===== src/rtl/ldst_port_arb_pkg.sv =====
// Shared definitions for the load/store data-cache port arbiter:
// the arbiter state enum, the one-entry issue register layout and the
// branch-mask width.
`ifndef BR_MASK_W
`define BR_MASK_W 4
`endif

package ldst_port_arb_pkg;

    localparam int BR_MASK_W = `BR_MASK_W;

    typedef enum logic [1:0] {
        ARB_IDLE     = 2'd0,
        ARB_ISSUE    = 2'd1,
        ARB_STC_WAIT = 2'd2
    } arb_state_e;

    typedef struct packed {
        logic                 is_st;
        logic [63:0]          addr;
        logic [63:0]          data;
        logic                 stc;
        logic [BR_MASK_W-1:0] br_mask;
    } issue_entry_t;

    // True when a load's branch mask depends on any of the given branch tags.
    function automatic logic br_hit(input logic [BR_MASK_W-1:0] mask,
                                    input logic [BR_MASK_W-1:0] tag);
        return |(mask & tag);
    endfunction

endpackage


===== src/rtl/ldst_arb_age_ctr.sv =====
// Store starvation counter: counts cycles a pending store loses
// arbitration, saturating at MAX; sat_o lets the store beat a load.
import ldst_port_arb_pkg::*;

module ldst_arb_age_ctr #(
    parameter int MAX = 4
) (
    input  logic clk,
    input  logic rst,
    input  logic st_req_i,
    input  logic st_gnt_i,
    output logic sat_o
);

    localparam int W = $clog2(MAX) + 1;

    logic [W-1:0] cnt_q;
    logic [W-1:0] cnt_d;

    assign sat_o = (cnt_q == W'(MAX));

    // Next count: clear on grant, count up while waiting, hold at saturation.
    always_comb begin
        cnt_d = cnt_q;
        if (st_gnt_i) begin
            cnt_d = '0;
        end else if (st_req_i && !sat_o) begin
            cnt_d = cnt_q + W'(1);
        end
    end

    // Counter register.
    always_ff @(posedge clk) begin
        if (rst) begin
            cnt_q <= '0;
        end else begin
            cnt_q <= cnt_d;
        end
    end

endmodule


===== src/rtl/ldst_port_arb.sv =====
// Load/store data-cache port arbiter and issue sequencer.
// Grants one of load / retiring store per cycle into a one-entry issue
// register held across MSHR stalls, serialises store-conditional
// completion, and squashes a held load on branch mispredict.
// Optional feature: MEM_ARB_AGE_EN adds the store starvation counter.
//
//   state        | meaning
//   ARB_IDLE     | issue register empty
//   ARB_ISSUE    | request presented to the cache
//   ARB_STC_WAIT | accepted store-conditional awaiting its outcome
import ldst_port_arb_pkg::*;

module ldst_port_arb #(
    parameter int ST_WAIT_MAX = 4
) (
    input  logic                 clk,
    input  logic                 rst,
    input  logic                 ld_req_i,
    input  logic [63:0]          ld_addr_i,
    input  logic [BR_MASK_W-1:0] ld_br_mask_i,
    output logic                 ld_gnt_o,
    input  logic                 st_req_i,
    input  logic [63:0]          st_addr_i,
    input  logic [63:0]          st_data_i,
    input  logic                 st_stc_i,
    output logic                 st_gnt_o,
    input  logic                 sq_full_i,
    input  logic                 rob_br_recovery_i,
    input  logic                 rob_br_pred_correct_i,
    input  logic [BR_MASK_W-1:0] rob_br_tag_fix_i,
    input  logic                 Dcache_mshr_stall_i,
    input  logic                 Dcache_stc_success_i,
    input  logic                 Dcache_stc_fail_i,
    output logic                 dc_ld_en_o,
    output logic                 dc_st_en_o,
    output logic [63:0]          dc_ld_addr_o,
    output logic [63:0]          dc_st_addr_o,
    output logic [63:0]          dc_st_data_o,
    output logic                 dc_stc_flag_o,
    output logic                 stc_done_o,
    output logic                 stc_result_o
);

    arb_state_e           state_q, state_d;
    issue_entry_t         entry_q, entry_d, new_entry;
    logic                 stc_done_q, stc_done_d;
    logic                 stc_result_q, stc_result_d;
    logic                 grant_ok;
    logic                 age_sat;
    logic                 st_win;
    logic                 ld_gnt, st_gnt;
    logic                 squash;
    logic [BR_MASK_W-1:0] fix_mask;

`ifdef MEM_ARB_AGE_EN
    ldst_arb_age_ctr #(
        .MAX (ST_WAIT_MAX)
    ) u_age_ctr (
        .clk      (clk),
        .rst      (rst),
        .st_req_i (st_req_i),
        .st_gnt_i (st_gnt),
        .sat_o    (age_sat)
    );
`else
    logic [31:0] unused_cfg;
    assign unused_cfg = 32'(ST_WAIT_MAX);
    assign age_sat    = 1'b0;
`endif

    assign fix_mask = rob_br_pred_correct_i ? rob_br_tag_fix_i : '0;

    assign squash = (state_q == ARB_ISSUE) && !entry_q.is_st && rob_br_recovery_i &&
                    br_hit(entry_q.br_mask, rob_br_tag_fix_i);

    // Grant decision: a load blocked by recovery hands the slot to the store.
    always_comb begin
        grant_ok = (state_q == ARB_IDLE) ||
                   ((state_q == ARB_ISSUE) && !Dcache_mshr_stall_i && !entry_q.stc);
        st_win   = st_req_i && (sq_full_i || !ld_req_i || rob_br_recovery_i || age_sat);
        st_gnt   = grant_ok && st_win;
        ld_gnt   = grant_ok && ld_req_i && !rob_br_recovery_i && !st_win;
    end

    assign ld_gnt_o = ld_gnt;
    assign st_gnt_o = st_gnt;

    // Payload captured into the issue register for whichever side is granted.
    always_comb begin
        new_entry = '0;
        if (st_gnt) begin
            new_entry.is_st = 1'b1;
            new_entry.addr  = st_addr_i;
            new_entry.data  = st_data_i;
            new_entry.stc   = st_stc_i;
        end else begin
            new_entry.addr    = ld_addr_i;
            new_entry.br_mask = ld_br_mask_i & ~fix_mask;
        end
    end

    // Next-state and issue-register update.
    always_comb begin
        state_d         = state_q;
        entry_d         = entry_q;
        entry_d.br_mask = entry_q.br_mask & ~fix_mask;
        stc_done_d      = 1'b0;
        stc_result_d    = 1'b0;
        unique case (state_q)
            ARB_IDLE: begin
                if (ld_gnt || st_gnt) begin
                    state_d = ARB_ISSUE;
                    entry_d = new_entry;
                end
            end
            ARB_ISSUE: begin
                if (squash) begin
                    if (st_gnt) begin
                        entry_d = new_entry;
                    end else begin
                        state_d = ARB_IDLE;
                    end
                end else if (Dcache_mshr_stall_i) begin
                    state_d = ARB_ISSUE;
                end else if (entry_q.stc) begin
                    state_d = ARB_STC_WAIT;
                end else if (ld_gnt || st_gnt) begin
                    entry_d = new_entry;
                end else begin
                    state_d = ARB_IDLE;
                end
            end
            ARB_STC_WAIT: begin
                if (Dcache_stc_success_i || Dcache_stc_fail_i) begin
                    state_d      = ARB_IDLE;
                    stc_done_d   = 1'b1;
                    stc_result_d = Dcache_stc_success_i && !Dcache_stc_fail_i;
                end
            end
            default: begin
                state_d = ARB_IDLE;
            end
        endcase
    end

    // State, issue register and STC completion registers.
    always_ff @(posedge clk) begin
        if (rst) begin
            state_q      <= ARB_IDLE;
            entry_q      <= '0;
            stc_done_q   <= 1'b0;
            stc_result_q <= 1'b0;
        end else begin
            state_q      <= state_d;
            entry_q      <= entry_d;
            stc_done_q   <= stc_done_d;
            stc_result_q <= stc_result_d;
        end
    end

    // Cache-facing request decode; payloads are zeroed when not presented.
    always_comb begin
        dc_ld_en_o    = (state_q == ARB_ISSUE) && !entry_q.is_st;
        dc_st_en_o    = (state_q == ARB_ISSUE) && entry_q.is_st;
        dc_ld_addr_o  = dc_ld_en_o ? entry_q.addr : '0;
        dc_st_addr_o  = dc_st_en_o ? entry_q.addr : '0;
        dc_st_data_o  = dc_st_en_o ? entry_q.data : '0;
        dc_stc_flag_o = dc_st_en_o && entry_q.stc;
    end

    assign stc_done_o   = stc_done_q;
    assign stc_result_o = stc_result_q;

endmodule


===== config.mk =====
export PLATFORM = sky130hd
export DESIGN_NAME = ldst_port_arb
export DESIGN_NICKNAME = d
export VERILOG_FILES = /design/src/rtl/ldst_port_arb_pkg.sv /design/src/rtl/ldst_arb_age_ctr.sv /design/src/rtl/ldst_port_arb.sv
export SDC_FILE = /design/constraint.sdc
export NUM_CORES = 1
export LEC_CHECK = 0
export ABC_AREA = 1
export BUFFER_PORTS_ARGS = -buffer_cell sky130_fd_sc_hd__buf_2
export CAP_MARGIN = 20
export CORE_AREA = 3 3 158 160
export DETAILED_ROUTE_END_ITERATION = 8
export DIE_AREA = 0 0 161 163
export PLACE_DENSITY = 0.55
export SETUP_SLACK_MARGIN = 0.02
export SYNTH_ARGS = -nofsm -noshare
export SYNTH_HDL_FRONTEND = slang
export SYNTH_HIERARCHICAL = 1
export SYNTH_SLANG_ARGS = --single-unit
export TNS_END_PERCENT = 30

===== constraint.sdc =====
create_clock -name clk -period 2 [get_ports clk]
set_input_delay 0.2 -clock clk [delete_from_list [all_inputs] [get_ports clk]]
set_output_delay 0.2 -clock clk [all_outputs]
set_load 0.02 [all_outputs]

==> impl_metrics.csv <==
group,metric,value,unit
outcome,status,"completed",
clock_tree,cts.path.max_buffers,2,
cells_and_area,stdcell_area,11220,µm²
route,dr_total_vias,8375,
cells_and_area,final_common_cell,"buf_2",
cells_and_area,nNetsFinal,1680,
timing,rsz0062_at_grt,"true",
clock_tree,cts_buffers,17,
pwr,power_frac_seq,37.5,%
clock_tree,cts_tree,"built",
placement,placed_cell_area,9241,µm²
logic_synthesis,synth_area,6898,µm²
cells_and_area,area_growth,62.62,%
logic_synthesis,syn_nets,1290,
timing,setup_viol,0,
grt,track_usage,19.85,%
floorplanning,core,23540,µm²
timing,tns,0,ns
route,wl_per_cell,16.76,µm
timing,finalHoldViolCount,0,
clock_tree,worstSkewPairLatency,0.41,ns
timing,period_share,99.54,%
logic_synthesis,ys_types,27,
grt,antenna_found_initial,2,
floorplanning,die_h,163,µm
placement,place_ws,0.2261,ns
floorplanning,rows,56,
floorplanning,pin_count,410,
clock_tree,clockRootBuffer,"clkbuf_16",
pwr,p_sw,2.657,mW
timing,slew_violations,0,
grt,grt_pass1_wl,41290,µm
clock_tree,clkTransAtPathRegs,0.07,ns
critical_path,worst-setup-path-type,"reg -> out",
placement,io_buffers,409,
logic_synthesis,synth.ff_latch_count,138,
timing,worst_pin_slew,0.4103,ns
timing,slew-limit-headroom,72.40,%
placement,place_congestion,0.8912,
grt,grt_pass1_vias,7467,
route,ant_nets,0,
clock_tree,cts_num_sinks,138,
clock_tree,h-tree-depth,4,
floorplanning,die_area,26240,µm²
route,drt_iter0_markers,522,
critical_path,crit_required,1.80,ns
logic_synthesis,ys_seq_area_share,40.05,%
critical_path,cp-start-kind,"flop",
route,drc,0,
cells_and_area,layout_common_cells,"280 x buf_2, 258 x nand2_1, 136 x inv_1, 136 x dfxtp_1, 119 x nor2_1",
grt,overflow,0,
cells_and_area,antenna_cells,0,
pwr,pwr-share-comb,23.2,%
pwr,power_density,741.9,nW/µm²
floorplanning,die_x,161,µm
timing,layout_setup_ws,0.009277,ns
logic_synthesis,yosys_warnings,6,
route,totalWireLength,30190,µm
pwr,peakVddDrop,0.4559,mV
timing,fmax,0.5023,GHz
worst_hold_path,hold_path_class,"in -> reg",
logic_synthesis,syn_avg_cell_area,6.393,µm²
critical_path,cp-end-kind,"primary output",
flow_run,max-cap-violations,0,
pwr,leakagePower,5.034,nW
critical_path,crit_arrival,1.79,ns
pwr,pwr-share-clk,39.3,%
cells_and_area,fin_util,47.65,%
cells_and_area,drive_above_1_share,40.55,%
route,dr.pass1.iters,5,
grt,grt_max_degree,89,
floorplanning,initial_utilization,29.30,%
critical_path,critPathMaxFanout,6,
pwr,swShare,31.93,%
route,via_per_inst,4.650,
placement,hpwlAfterDp,19900,µm
timing,period_needed,1.991,ns
pwr,p_int,5.665,mW
timing,skew,0.009224,ns
timing,fin_hold_ws,0.03299,ns
logic_synthesis,syn-instance-count,1079,
## final timing paths
check,endpoint,depth (start not counted),slack (ns),start
setup / recovery,dc_st_addr_o[31],9,0.009,state_q[0]
hold / removal,entry_q[42],3,0.03,st_data_i[37]
setup reg to reg,entry_q[47],7,0.32,entry_q[4]
hold reg to reg,entry_q[17],2,0.46,entry_q[17]
## per-stage QoR
stage / cells / power [mW]
after global routing: 1801 / 8.773
final: 1801 / 8.322
after CTS: 1784 / 8.198
after floorplan: 1079 / 4.192
after global placement: 1748 / 4.820
after detailed placement: 1748 / 4.832
## per-layer routing
metal  vias to the layer above  track usage, %  wire (µm)
met1                      3882           25.65      12720
met2                       317           34.10      15110
met3                        39           4.120       1794
li1                       4133               -          -
met4                         4           4.693        544
met5                         -               0         21
## synthesized netlist by cell type
master,n,area [µm²]
o21a_1,1,7.510
or2_2,17,106.4
buf_4,6,45.04
clkinv_2,1,5.000
inv_1,137,514.2
nand2_1,258,968.4
nand3_1,10,50.05
a31oi_1,36,225.2
o211ai_1,28,210.2
dfxtp_1,138,2763
buf_1,6,22.52
nor2_2,4,25.02
nand4_1,7,43.79
a21oi_1,99,495.5
o21bai_1,1,7.510
buf_2,38,190.2
clkbuf_1,25,93.84
nor3_1,2,10.01
a21oi_4,1,16.27
nor4_1,1,6.260
or2_1,11,68.82
o21ai_2,1,8.760
o21ai_0,36,180.2
inv_2,5,18.77
buf_6,3,33.78
nor2_1,205,769.5
nand2_2,2,12.51
## power groups by stage
stage / Combinational (mW) / Clock (mW) / Sequential [mW]
floorplan: 1.05 / 0 / 3.14
global placement: 1.65 / 0 / 3.17
detailed placement: 1.66 / 0 / 3.18
CTS: 1.72 / 3.36 / 3.12
global route: 2.12 / 3.51 / 3.15
finish: 1.93 / 3.27 / 3.12
## repair_timing
action	4_1_cts	5_1_grt
endpoints found under the hold margin	1	0
hold buffers	1	0
cloned	2	12
resized for setup	68	271
pin swaps	1	1
setup buffers	1	5
endpoints found under the setup margin	135	153
## flip-flops by register name, indices dropped and copies added (netlist names)
name / count
entry_q: 134
stc_result_o: 1
state_q: 2
stc_done_o: 1
## kinds of logic (layout without fill, tap and decap cells)
family	Yosys count	count (layout)	share of synthesized area (%)
AO/OA/AOI/OAI	203	203	16.69
flip-flops	138	138	40.05
AND/OR/NAND/NOR	517	517	29.87
buffers and inverters	221	624	13.39
## layout make-up
class,instances,area [µm²]
Timing Repair Buffer,445,3242
Multi-Input combinational cell,720,3605
Tap cell,319,399.1
Inverter,143,558.0
Clock buffer,19,452.9
Sequential cell,138,2768
Fill cell,2453,12330
Clock inverter,13,157.7
Timing Repair inverter,4,35.03
## critical path, stage by stage (launching register included)
cell and delay (ns):
dfxtp_4 0.35, inv_4 0.05, nor2_4 0.11, inv_4 0.06
nor2_4 0.14, buf_12 0.16, inv_12 0.06, clkbuf_16 0.18
nor2_2 0.11, buf_4 0.15
(Power assumes the default switching activity.)
